### src/rtl/dmem_pkg.sv
// Shared types and helpers for the data-memory arbiter.
// Build option: DMEM_ARB_ALIGN_CHECK_EN enables misaligned-access checking.
package dmem_pkg;

    localparam int DMEM_AW    = 10;
    localparam int DMEM_WORDS = 1 << DMEM_AW;

    typedef enum logic {
        IDLE,
        RESP
    } arb_state_t;

    function automatic logic [29:0] word_addr(input logic [31:0] byte_addr);
        return byte_addr[31:2];
    endfunction

endpackage

### src/rtl/dmem_starve_cnt.sv
// Saturating count of consecutive cycles the EXT port was denied memory.
module dmem_starve_cnt
#(
    parameter int MAX = 4
) (
    input  logic clk,
    input  logic reset,
    input  logic inc_i,
    input  logic clr_i,
    output logic sat_o
);

    localparam int W = (MAX < 1) ? 1 : $clog2(MAX + 1);
    localparam logic [W-1:0] MAXV = W'(MAX);

    logic [W-1:0] cnt_q;
    logic [W-1:0] cnt_d;

    always_comb begin
        cnt_d = cnt_q;
        if (clr_i) begin
            cnt_d = '0;
        end else if (inc_i && cnt_q != MAXV) begin
            cnt_d = cnt_q + 1'b1;
        end
    end

    always_ff @(posedge clk) begin
        if (reset) begin
            cnt_q <= '0;
        end else begin
            cnt_q <= cnt_d;
        end
    end

    assign sat_o = (cnt_q == MAXV);

endmodule

### src/rtl/dmem_arbiter.sv
// Single-port D_RAM arbiter: CPU priority, EXT forced in after starvation.
// Build option: DMEM_ARB_ALIGN_CHECK_EN suppresses misaligned writes.
module dmem_arbiter
    import dmem_pkg::*;
#(
    parameter int AW         = 10,
    parameter int STARVE_MAX = 4
) (
    input  logic          clk,
    input  logic          reset,
    input  logic          cpu_rd,
    input  logic          cpu_wr,
    input  logic [31:0]   cpu_addr,
    input  logic [31:0]   cpu_wdata,
    output logic [31:0]   cpu_rdata,
    output logic          cpu_stall,
    input  logic          ext_req,
    input  logic          ext_we,
    input  logic [31:0]   ext_addr,
    input  logic [31:0]   ext_wdata,
    output logic          ext_ack,
    output logic [31:0]   ext_rdata,
    output logic          mem_en,
    output logic          mem_we,
    output logic [AW-1:0] mem_addr,
    output logic [31:0]   mem_wdata,
    input  logic [31:0]   mem_rdata,
    output logic          misalign_err
);

    arb_state_t  state_q;
    logic        cpu_busy;
    logic        sat;
    logic        grant_ext;
    logic        cpu_go;
    logic        acc_en;
    logic        acc_we;
    logic [31:0] acc_addr;
    logic [31:0] acc_wdata;

    assign cpu_busy  = cpu_rd | cpu_wr;
    assign grant_ext = !reset && state_q == IDLE && ext_req
                       && (!cpu_busy || sat);
    assign cpu_go    = !reset && cpu_busy && !grant_ext;

    assign acc_en    = grant_ext | cpu_go;
    assign acc_addr  = grant_ext ? ext_addr  : cpu_addr;
    assign acc_wdata = grant_ext ? ext_wdata : cpu_wdata;
    assign acc_we    = grant_ext ? ext_we    : cpu_wr;

    dmem_starve_cnt #(
        .MAX (STARVE_MAX)
    ) u_starve (
        .clk   (clk),
        .reset (reset),
        .inc_i (!reset && state_q == IDLE && ext_req
                && cpu_busy && !grant_ext),
        .clr_i (grant_ext | !ext_req),
        .sat_o (sat)
    );

    // RESP lasts exactly one cycle; it is the EXT ack slot.
    always_ff @(posedge clk) begin
        if (reset) begin
            state_q <= IDLE;
        end else if (state_q == RESP) begin
            state_q <= IDLE;
        end else if (grant_ext) begin
            state_q <= RESP;
        end
    end

    assign cpu_stall = grant_ext & cpu_busy;
    assign cpu_rdata = mem_rdata;
    assign ext_ack   = !reset && state_q == RESP;
    assign ext_rdata = reset ? '0 : mem_rdata;
    assign mem_en    = acc_en;
    assign mem_addr  = reset ? '0 : AW'(word_addr(acc_addr));
    assign mem_wdata = reset ? '0 : acc_wdata;

`ifdef DMEM_ARB_ALIGN_CHECK_EN
    logic misal;
    logic misalign_q;

    assign misal  = acc_en && acc_addr[1:0] != 2'b00;
    assign mem_we = acc_en && acc_we && !misal;

    always_ff @(posedge clk) begin
        if (reset) begin
            misalign_q <= 1'b0;
        end else if (misal) begin
            misalign_q <= 1'b1;
        end
    end

    assign misalign_err = misalign_q;
`else
    assign mem_we       = acc_en && acc_we;
    assign misalign_err = 1'b0;
`endif

endmodule

### config.mk
export PLATFORM = sky130hd
export DESIGN_NAME = dmem_arbiter
export DESIGN_NICKNAME = d
export VERILOG_FILES = /design/src/rtl/dmem_pkg.sv /design/src/rtl/dmem_starve_cnt.sv /design/src/rtl/dmem_arbiter.sv
export SDC_FILE = /design/constraint.sdc
export NUM_CORES = 1
export LEC_CHECK = 0
export ABC_AREA = 1
export ABC_CLOCK_PERIOD_IN_PS = 1700
export BUFFER_PORTS_ARGS = -buffer_cell sky130_fd_sc_hd__buf_2
export CORE_AREA = 2 2 106 108
export CTS_CLUSTER_SIZE = 40
export DETAILED_ROUTE_END_ITERATION = 6
export DIE_AREA = 0 0 108 110
export PLACE_DENSITY_LB_ADDON = 0.2
export SKIP_LAST_GASP = 1
export SYNTH_ARGS = -nofsm -noshare
export SYNTH_HDL_FRONTEND = slang
export SYNTH_SLANG_ARGS = --single-unit
### constraint.sdc
create_clock -name clk -period 1.7 [get_ports clk]
set_input_delay 0.255 -clock clk [delete_from_list [all_inputs] [get_ports clk]]
set_output_delay 0.255 -clock clk [all_outputs]
set_load 0.01 [all_outputs]
**Yosys cells after proc, flatten, opt, wreduce, memory -nomap -nowiden**

Cells that the tools add are included.

- Add/sub/neg operators: 1
- Eq/ne operators: 2
- Muxes and demuxes: 7
- Bitwise gates (word level): 5
- Reduce and logical (&&, ||, !) cells: 17

Operators with widths:

| operator | count |
|---|---|
| 32-bit two-way mux | 3 |
| 12-bit two-way mux | 1 |
| 1-bit logical AND | 10 |
| 10-bit two-way mux | 1 |
| 1-bit logical NOT | 4 |
| 2-bit OR reduction | 2 |
| 3-bit by 1-bit adder with 3-bit output, second input constant | 1 |
| 3-bit equality test, second input constant | 1 |
| 3-bit inequality test, second input constant | 1 |
| 1-bit OR | 3 |
| 1-bit two-way mux | 2 |
| 1-bit AND | 1 |
| 1-bit logical OR | 1 |
| 1-bit inverter | 1 |

- Register bits after elaboration: 4
- Bits of input ports: 166
- Output and inout bits: 111
- Word-level logic and storage cells: 34

**Depth between registers and ports, before layout**

Gate-level depths: netlist (run 1).

- Word-level depth: 8
- Depth in mapped cells: 9
- Gate-level depth less buffers: 8

**Hierarchy**

Synthesis (run 1) repeated with hierarchy kept, for this count alone.

- Cells, all modules: 375
- Area total of the unflattened synthesis: 1736.7 um^2

Modules (own cells, without submodules):

| module | times used | cells an instance | area an instance (um^2) | sequential area each (um^2) |
|---|---|---|---|---|
| dmem_arbiter | 1 | 348 | 1561.5 | 20.0 |
| dmem_starve_cnt | 1 | 27 | 175.2 | 60.1 |

**Worst setup path before layout (run 1)**

No wires, ideal clock.

- Kind: reg-to-output
- From: reg u_starve.cnt_q[0]
- To: out mem_addr[0]
- Data arrival time: 1.259 ns
- Data required time: 1.445 ns
- Setup slack: 0.186 ns
- Stages on the path, launching flop included: 10
- Path buffers: 1
- Cell sequence: dfxtp_1 inv_1 ha_1 nand2_1 o21ai_2 nand2_2 inv_4 buf_6 nor2_1 nor2_1

- Longest elaborated chain between the ends: 5

RTL lines:

| what | RTL line | text |
|---|---|---|
| start: declaration | dmem_starve_cnt.sv:16 | `logic [W-1:0] cnt_q;` |
| start signal: assignment | dmem_starve_cnt.sv:32 | `cnt_q <= cnt_d;` |
| 3-bit equality test | dmem_starve_cnt.sv:36 | `assign sat_o = (cnt_q == MAXV);` |
| 1-bit logical OR | dmem_arbiter.sv:43 | `&& (!cpu_busy \|\| sat);` |
| 1-bit logical AND | dmem_arbiter.sv:43 |  |
| 12-bit two-way mux | dmem_arbiter.sv:47 | `assign acc_addr = grant_ext ? ext_addr : cpu_addr;` |
| 10-bit two-way mux | dmem_arbiter.sv:78 | `assign mem_addr = reset ? '0 : AW'(word_addr(acc_addr));` |
| end: declaration | dmem_arbiter.sv:25 | `output logic [AW-1:0] mem_addr,` |

Every way passes these cells.

**Final worst setup path (run 1)**

- From: reg u_starve.cnt_q[0]
- To: out mem_wdata[31]

- Longest elaborated chain between the ends: 5

RTL lines:

| what | RTL line | text |
|---|---|---|
| 3-bit equality test | dmem_starve_cnt.sv:36 |  |
| 1-bit logical OR | dmem_arbiter.sv:43 |  |
| 1-bit logical AND | dmem_arbiter.sv:43 |  |
| 32-bit two-way mux | dmem_arbiter.sv:48 | `assign acc_wdata = grant_ext ? ext_wdata : cpu_wdata;` |
| 32-bit two-way mux | dmem_arbiter.sv:79 | `assign mem_wdata = reset ? '0 : acc_wdata;` |
| end: declaration | dmem_arbiter.sv:26 | `output logic [31:0] mem_wdata,` |

Every way passes these cells.

==> results of run 1 <==
==> worst paths after layout <==
| path | end | slack, ns | depth (start not counted) |
|---|---|---|---|
| setup / recovery | mem_wdata[31] | -0.21 | 11 |
| hold / removal | u_starve.cnt_q[0]$_SDFFE_PP0P_ | 0.47 | 5 |
| setup reg to reg | u_starve.cnt_q[1]$_SDFFE_PP0P_ | 0.36 | 9 |
| hold reg to reg | u_starve.cnt_q[2]$_SDFFE_PP0P_ | 0.53 | 2 |
==> power by group through the flow <==
| stage | clock [mW] | combinational [mW] | sequential [mW] |
|---|---|---|---|
| final | 0.205 | 0.686 | 0.0973 |
| after CTS | 0.210 | 0.677 | 0.0973 |
| after global placement | 0 | 0.617 | 0.0982 |
| after global routing | 0.220 | 0.758 | 0.0974 |
| after detailed placement | 0 | 0.618 | 0.0983 |
| after floorplan | 0 | 0.359 | 0.0983 |
==> layout by cell type (no fill, tap or decap), types with 2 or more instances in the layout <==
| master | netlist | final |
|---|---|---|
| buf_4 | 36 | 12 |
| dfxtp_2 | 0 | 2 |
| nor2_2 | 0 | 14 |
| nor2_1 | 120 | 96 |
| inv_2 | 0 | 2 |
| nand3b_1 | 42 | 42 |
| clkbuf_8 | 0 | 3 |
| buf_12 | 0 | 6 |
| dfxtp_1 | 4 | 2 |
| inv_1 | 39 | 37 |
| nand2_1 | 53 | 51 |
| buf_2 | 1 | 230 |
| nand2_2 | 2 | 3 |
| a21oi_1 | 3 | 3 |
| nand3_1 | 4 | 4 |
| nor2_4 | 1 | 11 |
| buf_8 | 0 | 3 |
| buf_6 | 7 | 3 |
==> layer usage <==
metal  track usage [%]  up-vias  share of wire [%]
li1                  -     1355                  -
met1              12.3     1080                 38
met2              21.3      135                 52
met3              1.59        5                9.5
met4              2.20        0               0.69
met5                 0        -                  0
==> kinds of logic (layout without fill, tap and decap cells) <==
logic type / after synthesis / after routing / share of synthesized area, %
AO/OA/AOI/OAI: 5 / 5 / 1.69
adder cells (fa/ha/maj): 2 / 2 / 1.47
buffers and inverters: 95 / 300 / 32.5
flip-flops: 4 / 4 / 4.71
other: 1 / 1 / 0.221
AND/OR/NAND/NOR: 222 / 222 / 59.4
==> critical path, stage by stage (launching register included) <==
cell and delay (ns):
dfxtp_2 0.31, inv_2 0.07, ha_4 0.15, nand2_4 0.06
o21ai_4 0.08, nand2_2 0.10, inv_4 0.10, buf_12 0.12
buf_12 0.14, nor2_4 0.04, nor2_2 0.12, buf_2 0.14
==> per-stage QoR <==
step | total power [mW] | hold WS (ns) | cell area (um^2) | setup TNS (ns) | cells
finish | 0.989 | 0.470 | 3160 | -6.76 | 674
floorplan | 0.457 | 0.456 | 1700 | 0 | 329
global placement | 0.715 | 0.482 | 2770 | -0.136 | 659
detailed placement | 0.716 | 0.489 | 2770 | -0.166 | 659
global route | 1.08 | 0.513 | 3160 | -11.16 | 674
CTS | 0.985 | 0.474 | 3080 | -7.40 | 673
==> state kept, by name (all words and copies together), names as in the netlist <==
| name | cells |
|---|---|
| u_starve.cnt_q | 3 |
| state_q | 1 |
==> repair_timing <==
item | in CTS | in global routing
pin swaps | 8 | 21
buffers inserted | 9 | 3
endpoints found under the setup margin | 45 | 43
gates cloned | 4 | 1
gates resized for setup | 27 | 30
endpoints found under the hold margin | 0 | 0
==> final cells by class <==
| cell class | count | area share (%) |
|---|---|---|
| Clock buffer | 3 | 1.31 |
| Inverter | 41 | 5.10 |
| Multi-Input combinational cell | 230 | 38.3 |
| Sequential cell | 4 | 2.61 |
| Tap cell | 140 | 5.54 |
| Timing Repair Buffer | 256 | 47.2 |
==> key figures, run 1 <==
Yosys
  – Most frequent cell after synthesis: nor2_1
  – Top cell type by total area after synthesis: nor2_1
  – Synth area leaders: nor2_1 27%, nand3b_1 19%, buf_4 16%, nand2_1 12%, inv_1 8.6%
  – Synth Warn #: 0
  – Primary FF master, synth: dfxtp_1
  – Cell area after synthesis: 1700 um^2
  – Net count after synthesis: just under 500
  – Mean post-synth cell area: 5.16 um^2
  – Asr flop ratio synth: 0%
  – Post-synth EDFFs: 0
  – Synth Register Bits: 4
  – Top cells by count, synth: 120 x nor2_1, 53 x nand2_1, 42 x nand3b_1, 39 x inv_1, 36 x buf_4
  – Synth Instances: 329
  – Distinct cells, synth: 20
  – Yosys top cell area share: 26.5%
  – Post-synthesis sequential area ratio: 4.71%

Critical path
  – Critical Path Source Type: register
  – Worst EP arrival: 1.65 ns
  – Nature of the critical path endpoint: output pin
  – CP Max Fanout: 7
  – Critical setup path kind: register to output pin
  – Launch point of the worst path: u_starve.cnt_q[0]$_SDFFE_PP0P_
  – R2R Path Start: u_starve.cnt_q[0]$_SDFFE_PP0P_
  – CP required: 1.44 ns

STA
  – Final Hold Fails: 0
  – Slew Limit Fails: 0
  – Worst Clk Skew: ~0.00085 ns
  – Unrepaired setup endpoints after global routing: yes
  – Fin crit share: 112%
  – Final setup viols: 45
  – Final Critical Period: 1.91 ns
  – Fmax: 524 MHz
  – Final Worst Setup Slack: -0.208 ns

Floorplanning
  – Rows: 38
  – Die Wd: 108 um
  – Initial Utilization: 15.9%
  – Die height: 110 um
  – Ports: 277
  – Die Area: about 12000 um^2
  – Std-Cell Core Area: 10700 um^2

Power
  – Sw Pwr: 0.403 mW
  – PD cells: 313 nW/um^2
  – Sequential Power Share: 9.8%
  – VDD IR max: 0.180 mV
  – Comb power frac: 69.4%
  – Clock power frac: 20.7%
  – Cell internal pwr: a little under 0.6 mW
  – Switch share: 40.8%
  – Leakage power: 1.91 nW

Clock network
  – # clock sinks: 4
  – H-Tree Depth: 1
  – Num CTS Buffers: 3
  – Clock transition at the registers of the reported paths: 0.03 ns
  – Clock latency on the worst-skew pair: roughly 0.22 ns
  – Max clock buf depth: 2
  – CTS Hold Bufs: 0
  – CTS root buf: clkbuf_8
  – TritonCTS clock tree: done

Global route
  – Largest net degree at the start of global routing: 44
  – First-pass GRT wire length: roughly 10000 um
  – Total GRT Usage: 10.8%
  – Grt ovf: 0
  – Antenna violations before repair: 0
  – Vias in the first global route: 2274

Run status
  – Run status: finished, violations left
  – Failing checks: negative setup slack

Routing
  – DRT Pass-1 Iters: 4
  – Via count: 2575
  – Final Routed Wirelength: just over 7000 um
  – Drt via density: 3.82
  – Routed Antenna Nets: 0
  – Iter 0 DRT Violations: 121
  – Drt drc: 0
  – Wire per inst: 10.7 um

Layout
  – Share of cells above drive strength 1: 55.6%
  – Filler cells: 1243
  – Multi-input logic area: 1210 um^2
  – Syn-to-layout area delta: 86.2%
  – Register area: between 80 and 90 um^2
  – Final Util: roughly 30%
  – Final net count: a little over 700
  – Number of inserted diodes: 0

Min path
  – Hold_sp: ext_req
  – Worst Hold Class: input pin to register

Placement
  – GPL Wtd Cong: about 0.74
  – Dpl hpwl: 5480 um
  – Dpl ws: -0.0292 ns
  – Port Buf Inserts: 231

Flow run
  – MaxCap Viol Count: 0
(Power assumes the default switching activity.)
==> inputs of run 2 (changes only) <==
--- a/config.mk
+++ b/config.mk
@@ -8,11 +8,13 @@
 export ABC_AREA = 1
 export ABC_CLOCK_PERIOD_IN_PS = 1700
 export BUFFER_PORTS_ARGS = -buffer_cell sky130_fd_sc_hd__buf_2
+export CAP_MARGIN = 20
 export CORE_AREA = 2 2 106 108
 export CTS_CLUSTER_SIZE = 40
 export DETAILED_ROUTE_END_ITERATION = 6
 export DIE_AREA = 0 0 108 110
 export PLACE_DENSITY_LB_ADDON = 0.2
+export SETUP_SLACK_MARGIN = 0.2
 export SKIP_LAST_GASP = 1
 export SYNTH_ARGS = -nofsm -noshare
 export SYNTH_HDL_FRONTEND = slang
==> key figures, run 2 (synthesis results as in run 1) <==
Run status
  – Run status: finished, violations left (unchanged)
  – Failing checks: negative setup slack (unchanged)

Global route
  – Largest net degree at the start of global routing: 44 (unchanged)
  – Total GRT Usage: 10.3% (was 10.8%)
  – Antenna violations before repair: 1 (was 0)
  – Vias in the first global route: 2201 (was 2274)
  – First-pass GRT wire length: 9920 um (was 10500 um)
  – Grt ovf: 0 (unchanged)

Placement
  – Dpl hpwl: 5250 um (was 5480 um)
  – Dpl cells: 655 (was 659)
  – GPL Wtd Cong: 0.730 (was 0.745)
  – Port Buf Inserts: 231 (unchanged)

Layout
  – Final non-filler cell total: 660 (was 674)
  – Share of cells above drive strength 1: 57.8% (was 55.6%)
  – Final Util: 27.8% (was 29.6%)
  – Most frequent cells in the layout: 230 x buf_2, 77 x nor2_1, 52 x nand2_1 (was 230 x buf_2, 96 x nor2_1, 51 x nand2_1)
  – Final net count: 689 (was 704)
  – Max reg flops: 3 (unchanged)
  – Largest regs: u_starve.cnt_q: 3 flops, state_q: 1 flops (unchanged)
  – Syn-to-layout area delta: 74.7% (was 86.2%)
  – Top reg by flops: u_starve.cnt_q (unchanged)
  – Most common cell after layout, fill and taps aside: buf_2 (unchanged)

Clock network
  – # clock sinks: 4 (unchanged)
  – Max clock buf depth: 2 (unchanged)
  – Clock latency on the worst-skew pair: 0.22 ns (about the same)
  – H-Tree Depth: 1 (unchanged)
  – TritonCTS clock tree: done (unchanged)
  – CTS Hold Bufs: 0 (unchanged)
  – CTS root buf: clkbuf_8 (unchanged)
  – Num CTS Buffers: 3 (unchanged)
  – Clock transition at the registers of the reported paths: 0.03 ns (about the same)
  – Postcts setup bufs: 0 (was 9)

Critical path
  – CP required: 1.44 ns (about the same)
  – R2R depth: 8 (was 9)
  – R2R Path Start: u_starve.cnt_q[0]$_SDFFE_PP0P_ (unchanged)
  – Crit-path slowest cell: dfxtp_2 (unchanged)
  – Reg2reg end: u_starve.cnt_q[0]$_SDFFE_PP0P_ (was u_starve.cnt_q[1]$_SDFFE_PP0P_)
  – Max incr delay on CP: 0.31 ns (about the same)
  – Critical-path cell list: inv_2 -> ha_4 -> nand2_4 -> o21ai_4 -> nand2_8 -> inv_16 -> nor2_1 -> nor2_2 -> buf_2 (was inv_2 -> ha_4 -> nand2_4 -> o21ai_4 -> nand2_2 -> inv_4 -> buf_12 -> buf_12 -> nor2_4 -> nor2_2 -> buf_2)
  – CP Max Fanout: 22 (was 7)
  – Nature of the critical path endpoint: output pin (unchanged)
  – Worst EP arrival: 1.50 ns (was 1.65 ns)
  – Launch point of the worst path: u_starve.cnt_q[0]$_SDFFE_PP0P_ (unchanged)
  – R2R setup slack: 0.42 ns (was 0.36 ns)
  – Critical Path Source Type: register (unchanged)
  – Critical setup path kind: register to output pin (unchanged)

Floorplanning
  – Initial Utilization: 15.9% (unchanged)
  – Rows: 38 (unchanged)
  – Die Area: 11900 um^2 (unchanged)
  – Die Wd: 108 um (unchanged)
  – Ports: 277 (unchanged)
  – Std-Cell Core Area: 10700 um^2 (unchanged)
  – Die height: 110 um (unchanged)

STA
  – Fmax: 570 MHz (was 524 MHz)
  – Final Hold Fails: 0 (unchanged)
  – Final Worst Setup Slack: -0.0535 ns (was -0.208 ns)
  – Unrepaired setup endpoints after global routing: yes (unchanged)
  – Worst Clk Skew: 0.00170 ns (was 0.000848 ns)
  – Worst hold margin: 0.466 ns (was 0.470 ns)
  – Final Critical Period: 1.75 ns (was 1.91 ns)
  – Final setup viols: 43 (was 45)
  – Fin crit share: 103% (was 112%)
  – Slew Limit Fails: 0 (unchanged)

Power
  – PD cells: 319 nW/um^2 (was 313 nW/um^2)
  – Leakage power: 1.79 nW (was 1.91 nW)
  – VDD IR max: 0.287 mV (was 0.180 mV)

Routing
  – Routed Antenna Nets: 0 (unchanged)
  – Drt drc: 0 (unchanged)
  – DRT Pass-1 Iters: 4 (unchanged)
  – Wire per inst: 10.3 um (was 10.7 um)
  – Drt via density: 3.85 (was 3.82)
  – Via count: 2541 (was 2575)
  – Final Routed Wirelength: 6820 um (was 7210 um)
  – Iter 0 DRT Violations: 98 (was 121)

Min path
  – WHS Path Cells: 5 (unchanged)
  – Hold_sp: ext_req (unchanged)
  – Worst Hold Class: input pin to register (unchanged)
  – Hold Path End: u_starve.cnt_q[1]$_SDFFE_PP0P_ (was u_starve.cnt_q[0]$_SDFFE_PP0P_)

Flow run
  – MaxCap Viol Count: 0 (unchanged)
==> run 2: cell types whose count changed in the layout (fill, tap and decap cells not counted), sizes merged <==
| cell | change |
|---|---|
| clkbuf | -1 |
| inv | +1 |
| diode | +1 |
| buf | -15 |
==> run 2: worst max path at each step <==
stage,depth (start not counted),slack [ns],end
floorplan,9,0.22,mem_addr[0]
global placement,9,-0.06,mem_addr[2]
detailed placement,9,-0.08,mem_addr[2]
CTS,9,-0.08,mem_addr[4]
global route,9,-0.17,mem_wdata[11]
finish,9,-0.05,mem_addr[3]
==> run 2: worst max-delay path, delay by kind of cell (launching register included) <==
family	cells	cell delay (ns)
and+or+nand+nor	4	0.35
buffers and inverters	3	0.34
DFF	1	0.31
adders and majority gates	1	0.14
AOI/OAI and AO/OA	1	0.13
==> run 2: repair_timing <==
action	CTS	global route
resized for setup	24	7
setup endpoints to repair	45	45
gates cloned	1	0
pin swaps	1	1
==> run 2: power by group <==
part / switching, mW / internal, mW
clock: 0.0493 / 0.151
sequential: 0.00112 / 0.0961
combinational: 0.346 / 0.303
total: 0.397 / 0.550
==> run 2: area by class of cell <==
type	count	area (um^2)
repair buffers	240	1250
clock buffers	3	41.3
fillers	1207	7730
diodes	1	2.50
multi-input cells	230	1220
well taps	140	175
flip-flops and latches	4	82.6
repair inverters	1	20.0
inverters	41	175
==> run 2: routing by layer <==
metal  track usage [%]  routed length [um]  vias to the layer above
met3              1.65                 713                        4
met2              20.4                3400                      136
li1                  -                   -                     1328
met4              2.75                  64                        0
met1              11.2                2650                     1073
met5                 0                   0                        -
==> run 2: metrics by stage <==
stage / TNS (ns) / total power, mW / area [um^2] / setup slack, ns
final: -1.91 / 0.946 / 2970 / -0.0535
after global routing: -6.26 / 1.03 / 2970 / -0.170
after CTS: -3.13 / 0.960 / 2950 / -0.0795
after detailed placement: -2.39 / 0.733 / 2810 / -0.0792
after global placement: -1.80 / 0.731 / 2810 / -0.0572
after floorplan: 0 / 0.486 / 1790 / 0.215
